`src/rtl/video_frame_arbiter.sv`:
```
// Frame-granular arbiter sharing one Avalon-ST sink between two live camera sources.
// Optional per-source completed-video-frame counters: define VIDEO_FRAME_ARB_STATS_EN.

module video_frame_arbiter #(
  parameter int DATA_W = 30,
  parameter int CNT_W  = 16
) (
  input  logic              clk_clk,
  input  logic              reset_reset_n,
  input  logic              sel_i,
  input  logic              auto_rr_i,
  input  logic [DATA_W-1:0] s0_data,
  input  logic              s0_startofpacket,
  input  logic              s0_endofpacket,
  input  logic              s0_valid,
  output logic              s0_ready,
  input  logic [DATA_W-1:0] s1_data,
  input  logic              s1_startofpacket,
  input  logic              s1_endofpacket,
  input  logic              s1_valid,
  output logic              s1_ready,
  output logic [DATA_W-1:0] m_data,
  output logic              m_startofpacket,
  output logic              m_endofpacket,
  output logic              m_valid,
  input  logic              m_ready,
  output logic              active_src_o,
  output logic              busy_o
`ifdef VIDEO_FRAME_ARB_STATS_EN
  ,
  output logic [CNT_W-1:0]  frame_count0_o,
  output logic [CNT_W-1:0]  frame_count1_o
`endif
);

  typedef enum logic [1:0] {IDLE, PASS, LOCK} state_t;

  state_t            state_q, state_d;
  logic              active_src_q;
  logic              last_served_q;
  logic [3:0]        type_q;

  logic              cand;
  logic              sel_src;
  logic [DATA_W-1:0] src_data;
  logic              src_sop, src_eop, src_valid;
  logic              fwd;
  logic              sel_ready;
  logic              accept;
  logic [3:0]        eff_type;

  // The packet type lives in the low nibble of the SOP beat.
  if (DATA_W < 4 || CNT_W < 1) begin : g_param_check
    $error("video_frame_arbiter: DATA_W must be >= 4 and CNT_W >= 1");
  end

  always_comb begin
    // NOTE: every signal written here gets a default first, so no latch is inferred.
    cand            = sel_i;
    sel_src         = active_src_q;
    src_data        = s0_data;
    src_sop         = s0_startofpacket;
    src_eop         = s0_endofpacket;
    src_valid       = s0_valid;
    fwd             = 1'b0;
    sel_ready       = 1'b1;
    accept          = 1'b0;
    eff_type        = type_q;
    state_d         = state_q;
    m_valid         = 1'b0;
    m_startofpacket = 1'b0;
    m_endofpacket   = 1'b0;
    m_data          = '0;
    s0_ready        = 1'b1;
    s1_ready        = 1'b1;

    // Auto mode: a lone SOP wins; simultaneous SOPs go to the source not served last.
    if (auto_rr_i) begin
      if (s0_valid && s0_startofpacket && s1_valid && s1_startofpacket)
        cand = ~last_served_q;
      else
        cand = s1_valid && s1_startofpacket;
    end

    if (state_q == IDLE) sel_src = cand;

    if (sel_src) begin
      src_data  = s1_data;
      src_sop   = s1_startofpacket;
      src_eop   = s1_endofpacket;
      src_valid = s1_valid;
    end

    // Outside PASS only SOP beats may reach the sink; everything else is flushed.
    fwd       = reset_reset_n && (state_q == PASS || src_sop);
    sel_ready = fwd ? m_ready : 1'b1;

    m_valid = fwd && src_valid;
    if (m_valid) begin
      m_data          = src_data;
      m_startofpacket = src_sop;
      m_endofpacket   = src_eop;
    end

    if (sel_src) s1_ready = sel_ready;
    else         s0_ready = sel_ready;

    accept   = m_valid && m_ready;
    eff_type = src_sop ? src_data[3:0] : type_q;

    // A presented SOP commits the grant even under backpressure, so the beat stays put.
    if (accept && src_eop)
      state_d = (eff_type == 4'd0) ? IDLE : LOCK;
    else if (state_q != PASS && m_valid)
      state_d = PASS;
  end

  always_ff @(posedge clk_clk or negedge reset_reset_n) begin
    // NOTE: registers use non-blocking assignments so each one samples pre-edge values.
    if (!reset_reset_n) begin
      state_q       <= IDLE;
      active_src_q  <= 1'b0;
      last_served_q <= 1'b1;
      type_q        <= 4'd0;
    end else begin
      state_q <= state_d;
      if (state_q == IDLE && m_valid) begin
        active_src_q  <= cand;
        last_served_q <= cand;
      end
      if (accept && src_sop) type_q <= src_data[3:0];
    end
  end

  assign active_src_o = active_src_q;
  assign busy_o       = (state_q != IDLE);

`ifdef VIDEO_FRAME_ARB_STATS_EN
  logic             video_eop;
  logic [CNT_W-1:0] cnt0_q, cnt1_q;

  assign video_eop = accept && src_eop && (eff_type == 4'd0);

  always_ff @(posedge clk_clk or negedge reset_reset_n) begin
    if (!reset_reset_n) begin
      cnt0_q <= '0;
      cnt1_q <= '0;
    end else if (video_eop) begin
      if (sel_src) cnt1_q <= cnt1_q + CNT_W'(1);
      else         cnt0_q <= cnt0_q + CNT_W'(1);
    end
  end

  assign frame_count0_o = cnt0_q;
  assign frame_count1_o = cnt1_q;
`endif

endmodule

```
`config.mk`:
```
export PLATFORM = sky130hd
export DESIGN_NAME = video_frame_arbiter
export DESIGN_NICKNAME = d
export VERILOG_FILES = /design/src/rtl/video_frame_arbiter.sv
export SDC_FILE = /design/constraint.sdc
export NUM_CORES = 1
export LEC_CHECK = 0
export ABC_AREA = 1
export CAP_MARGIN = 20
export CORE_MARGIN = 2
export CORE_UTILIZATION = 31
export CTS_CLUSTER_SIZE = 8
export DETAILED_ROUTE_END_ITERATION = 12
export PLACE_DENSITY = 0.88
export SLEW_MARGIN = 20
export SYNTH_ARGS = -nofsm -noshare
export SYNTH_HDL_FRONTEND = slang
export SYNTH_SLANG_ARGS = --single-unit
```
`constraint.sdc`:
```
create_clock -name clk_clk -period 3.6 [get_ports clk_clk]
set_input_delay 0.54 -clock clk_clk [delete_from_list [all_inputs] [get_ports clk_clk]]
set_output_delay 0.54 -clock clk_clk [all_outputs]
set_load 0.05 [all_outputs]
```
Yosys cells after proc, flatten, opt, wreduce, memory -nomap -nowiden --
Cells that the tools add are included.
Word-level totals: bits of input ports 71, output and inout port bits 37, bits in registers 8, logic and storage cells 40
Cells by class: equal/unequal tests 2, muxes and demuxes 17, reductions and logical operators 16, bitwise gates (word level) 1
Operators with widths (number):
- 2-to-1 mux 30 bit | 2
- logical AND 1 bit | 11
- 2-to-1 mux 1 bit | 11
- 2-to-1 mux 2 bit | 3
- zero test 4 bit | 1
- 2-to-1 mux 4 bit | 1
- nonzero test 2 bit | 2
- == test 2 x 1 -> 1 bit, second input constant | 1
- zero test 2 bit | 1
- != test 2 x 1 -> 1 bit, second input constant | 1
- logical OR 1 bit | 1
- inverter 1 bit | 1

Logic depth before layout (Yosys ltp) --
depth after elaboration 13, depth in mapped cells 13, gate-level depth less buffers 13

Worst setup path after synthesis --
OpenSTA, ideal clock, no wires.
path kind register -> output, from register active_src_q (netlist: active_src_o), to output m_data[10], arrival 2.202 ns, path buffers 1, cell stages (with the launch flop) 8, path slack 0.858 ns, data required time 3.060 ns, path through dfrtp_1 > inv_1 > nand2_2 > nand2_4 > inv_2 > buf_1 > nand2_1 > a21oi_1
Between the ends: cells in the longest elaborated chain, start to end 6, elaborated cells on any way between the ends 8, classes of those cells mux (5); reduce/logical (3)
Ends and longest elaborated chain:
- start, declared | line 39 | logic active_src_q;
- start signal, assigned | line 128 | active_src_q <= cand;
- 2-to-1 mux 1 bit * | line 85 | if (state_q == IDLE) sel_src = cand;
- 2-to-1 mux 1 bit | line 87 | if (sel_src) begin
- logical OR 1 bit | line 95 | fwd = reset_reset_n && (state_q == PASS || src_sop);
- logical AND 1 bit | line 95
- logical AND 1 bit | line 98 | m_valid = fwd && src_valid;
- 2-to-1 mux 30 bit * | line 99 | if (m_valid) begin
- end, declared | line 22 | output logic [DATA_W-1:0] m_data,
Mark *: on every way between the ends. The rest lies on a longest branch, timed or not.

Worst setup path in the final report --
from input s0_valid, to output m_data[10]
Between the ends: cells in the longest elaborated chain, start to end 11, elaborated cells on any way between the ends 13, classes of those cells mux (7); reduce/logical (6)
Ends and longest elaborated chain:
- start, declared | line 15 | input logic s0_valid,
- logical AND 1 bit (3 in a row) | line 79 | if (s0_valid && s0_startofpacket && s1_valid && s1_startofpacket)
- 2-to-1 mux 1 bit | line 79
- 2-to-1 mux 1 bit | line 78 | if (auto_rr_i) begin
- 2-to-1 mux 1 bit | line 85
- 2-to-1 mux 1 bit | line 87
- logical OR 1 bit | line 95
- logical AND 1 bit | line 95
- logical AND 1 bit | line 98
- 2-to-1 mux 30 bit * | line 99
Marked as above.

==> run metrics <==
vias in the first global route=1,497; Worst-path clk slew=0.06 ns; Die Y=61.18 um; met2 Use GR=42.40%; setup slack, reg-to-reg=1.52 ns; Ys Warns=0; PortBufs=107; Post-Syn Instances=184; Setup crit start kind=input pin; WL final=4.345 mm; largest net degree at the start of global routing=38; Routed WL per cell=13.05 um; Slew Viols, Final=0; met3 Usage GRT=6.092%; CTS tree=yes; Synth area leader=nand2_1; f_max=311.9 MHz; CTS Buf Count=3; Fin Clk Skew=0.01349 ns; Final Hold Vio Count=0; run status=complete, no violations; leak pwr=1.095 nW; routability cong.=0.8823; ratio of cells with drive above 1 in the final layout=19.38%; Synth Register Bits=8; Post-DP HPWL=3.601 mm; critical path arrival=2.67 ns; Max-Cap Viols=0; DRT iter0 DRCs=24; Starting Density=32.93%; first-pass GRT wire length=6.568 mm; # diodes=0; hold bufs inserted after CTS=0; maximum vdd ir drop=0.0004235 V; CTS Buffer Depth=2; Tmin final=3.206 ns; row count=20; Pre-Repair DR Iteration Count=4; postcts setup bufs=0; routing usage on met1=25.77%; Tcrit/Tclk final=89.06%; GRT Max-Usage Layer=met2; Synthesized Nets=255; largest cells by area after synthesis=nand2_1 30%, dfrtp_1 17%, a21oi_1 11%, inv_1 5.6%, nand3_1 4.9%; Seq/Total Area, Yosys=19.88%; gr ovfl total=0; RSZ-0062 raised after global routing=no; crit-path max FO=37; layout net count=361; worst slew pin tran=0.4924 ns; critical path required time=3.06 ns; clock latency on the worst-skew pair=0.27 ns; Synth cell types=25; Synth top area share=30.00%; H-tree depth=1; Core Footprint=0.003078 mm^2; Synth Cell Area=0.001013 mm^2; RR Endpoint=active_src_o; Post-CTS Resized=0; Hold Path Sink=type_q[1]; Die ar.=0.003742 mm^2; initial antenna violation count=0; via count=1,584; CP Capture Type=output pin; vias per inst=4.757; WHS Path Cells=2; area growth from synthesis to layout=142.0%; Antenna Nets Post-Route=0; final worst slack=0.3939 ns; fill cell count=195; Place WS=0.4195 ns; reg2reg path depth=10; CTS root buffer=clkbuf_4; clk sinks=8; setup TNS=0 ns; average cell area after synthesis=5.508 um^2; Top Ports=108; Critical R2R Launch=last_served_q; All-Layer GR Usage=23.46%; Hold Path Origin=type_q[1]; critical path class=in -> out; worst min path class=reg -> reg; pwr dens=723.6 mW/mm^2; endpoints failing setup=0; Final Util=79.67%; chip width=61.18 um; Slew HR=67.07%; DRC viols=0
[final cells by class]
class / instances / area [um^2] / share of cell area, %
inverters: 18 / 67.56 / 2.755
multi-input cells: 150 / 690.7 / 28.16
flip-flops and latches: 8 / 201.4 / 8.214
well taps: 44 / 55.05 / 2.245
clock buffers: 4 / 26.28 / 1.071
repair buffers: 109 / 1411 / 57.55
[placed cells by master, fill, tap and decap left out]
cell             synthesis  layout
nor2_1                  13      13
inv_1                   15      15
nand3_2                  2       2
buf_4                    1       4
clkbuf_4                 0       3
dfstp_2                  1       1
clkbuf_1                 0       1
nand3_4                  1       1
nand2_4                  1       1
o21ai_1                  4       4
nand3b_1                 1       1
nor2_2                   1       1
a21oi_1                 23      23
nor3_1                   1       1
nand4_1                  1       1
nand3_1                 10      10
clkdlybuf4s50_1          0      72
inv_2                    3       3
or2_2                    1       1
buf_12                   0      33
nand2_2                  1       1
a21oi_2                  4       4
nand2_1                 81      81
o21ai_0                  4       4
nor2_4                   1       1
dfrtp_1                  7       7
[metal layers]
metal  up-vias  share of wire, %
met5         -                 0
met4         0               2.0
met3         8               6.8
met2        70                54
met1       713                37
li1        793                 -
[logic make-up (layout without fill, tap and decap cells)]
logic type / count (synthesis) / after routing / synth area share (%)
simple gates: 115 / 115 / 49.38
compound gates: 35 / 35 / 18.77
buf+inv: 26 / 131 / 11.97
flops: 8 / 8 / 19.88
[stage by stage]
step | instance area (um^2) | instances | hold WS [ns] | total power [mW]
after global placement | 2426 | 329 | 0.4764 | 1.675
final | 2452 | 333 | 0.5031 | 1.775
after CTS | 2452 | 333 | 0.5064 | 1.789
after detailed placement | 2426 | 329 | 0.4926 | 1.710
after global routing | 2452 | 333 | 0.5503 | 1.888
after floorplan | 1013 | 184 | 0.2444 | 1.060
[synth_stat cells, drive strengths merged]
| cell type | number |
|---|---|
| a21oi | 27 |
| dfstp | 1 |
| buf | 8 |
| nand4 | 1 |
| o21ai | 8 |
| nor3 | 1 |
| nand3 | 13 |
| nand2 | 83 |
| or2 | 1 |
| dfrtp | 7 |
| nand3b | 1 |
| inv | 18 |
| nor2 | 15 |
[flip-flops by register name, summed over array words and instances (netlist names)]
signal / flops
active_src_o: 1
last_served_q: 1
state_q: 2
type_q: 4
[critical path, stage by stage]
cell and delay (ns):
clkdlybuf4s50_1 0.50, nand3_1 0.09, nand2_1 0.10, nand3_2 0.15
nand2_4 0.14, nand2_1 0.06, nand2_1 0.12, nand3_4 0.37
a21oi_1 0.41, buf_12 0.18
[how the worst max path moves through the flow]
stage / start / slack [ns] / endpoint
after global routing: s0_valid / 0.24 / m_data[14]
final: s0_valid / 0.39 / m_data[10]
after CTS: s0_startofpacket / 0.42 / m_data[19]
after global placement: s0_valid / 0.51 / m_data[6]
after floorplan: active_src_o / 0.86 / m_data[10]
after detailed placement: s0_startofpacket / 0.42 / m_data[14]
[where the power goes]
group / total (mW) / internal (mW) / leakage (nW) / switching [mW]
Sequential: 0.153 / 0.132 / 0.0962 / 0.0211
Combinational: 1.54 / 0.596 / 0.984 / 0.946
Clock: 0.0786 / 0.0427 / 0.0150 / 0.0359
Total: 1.77 / 0.771 / 1.10 / 1.00
Power figures use the tool's default switching activity.
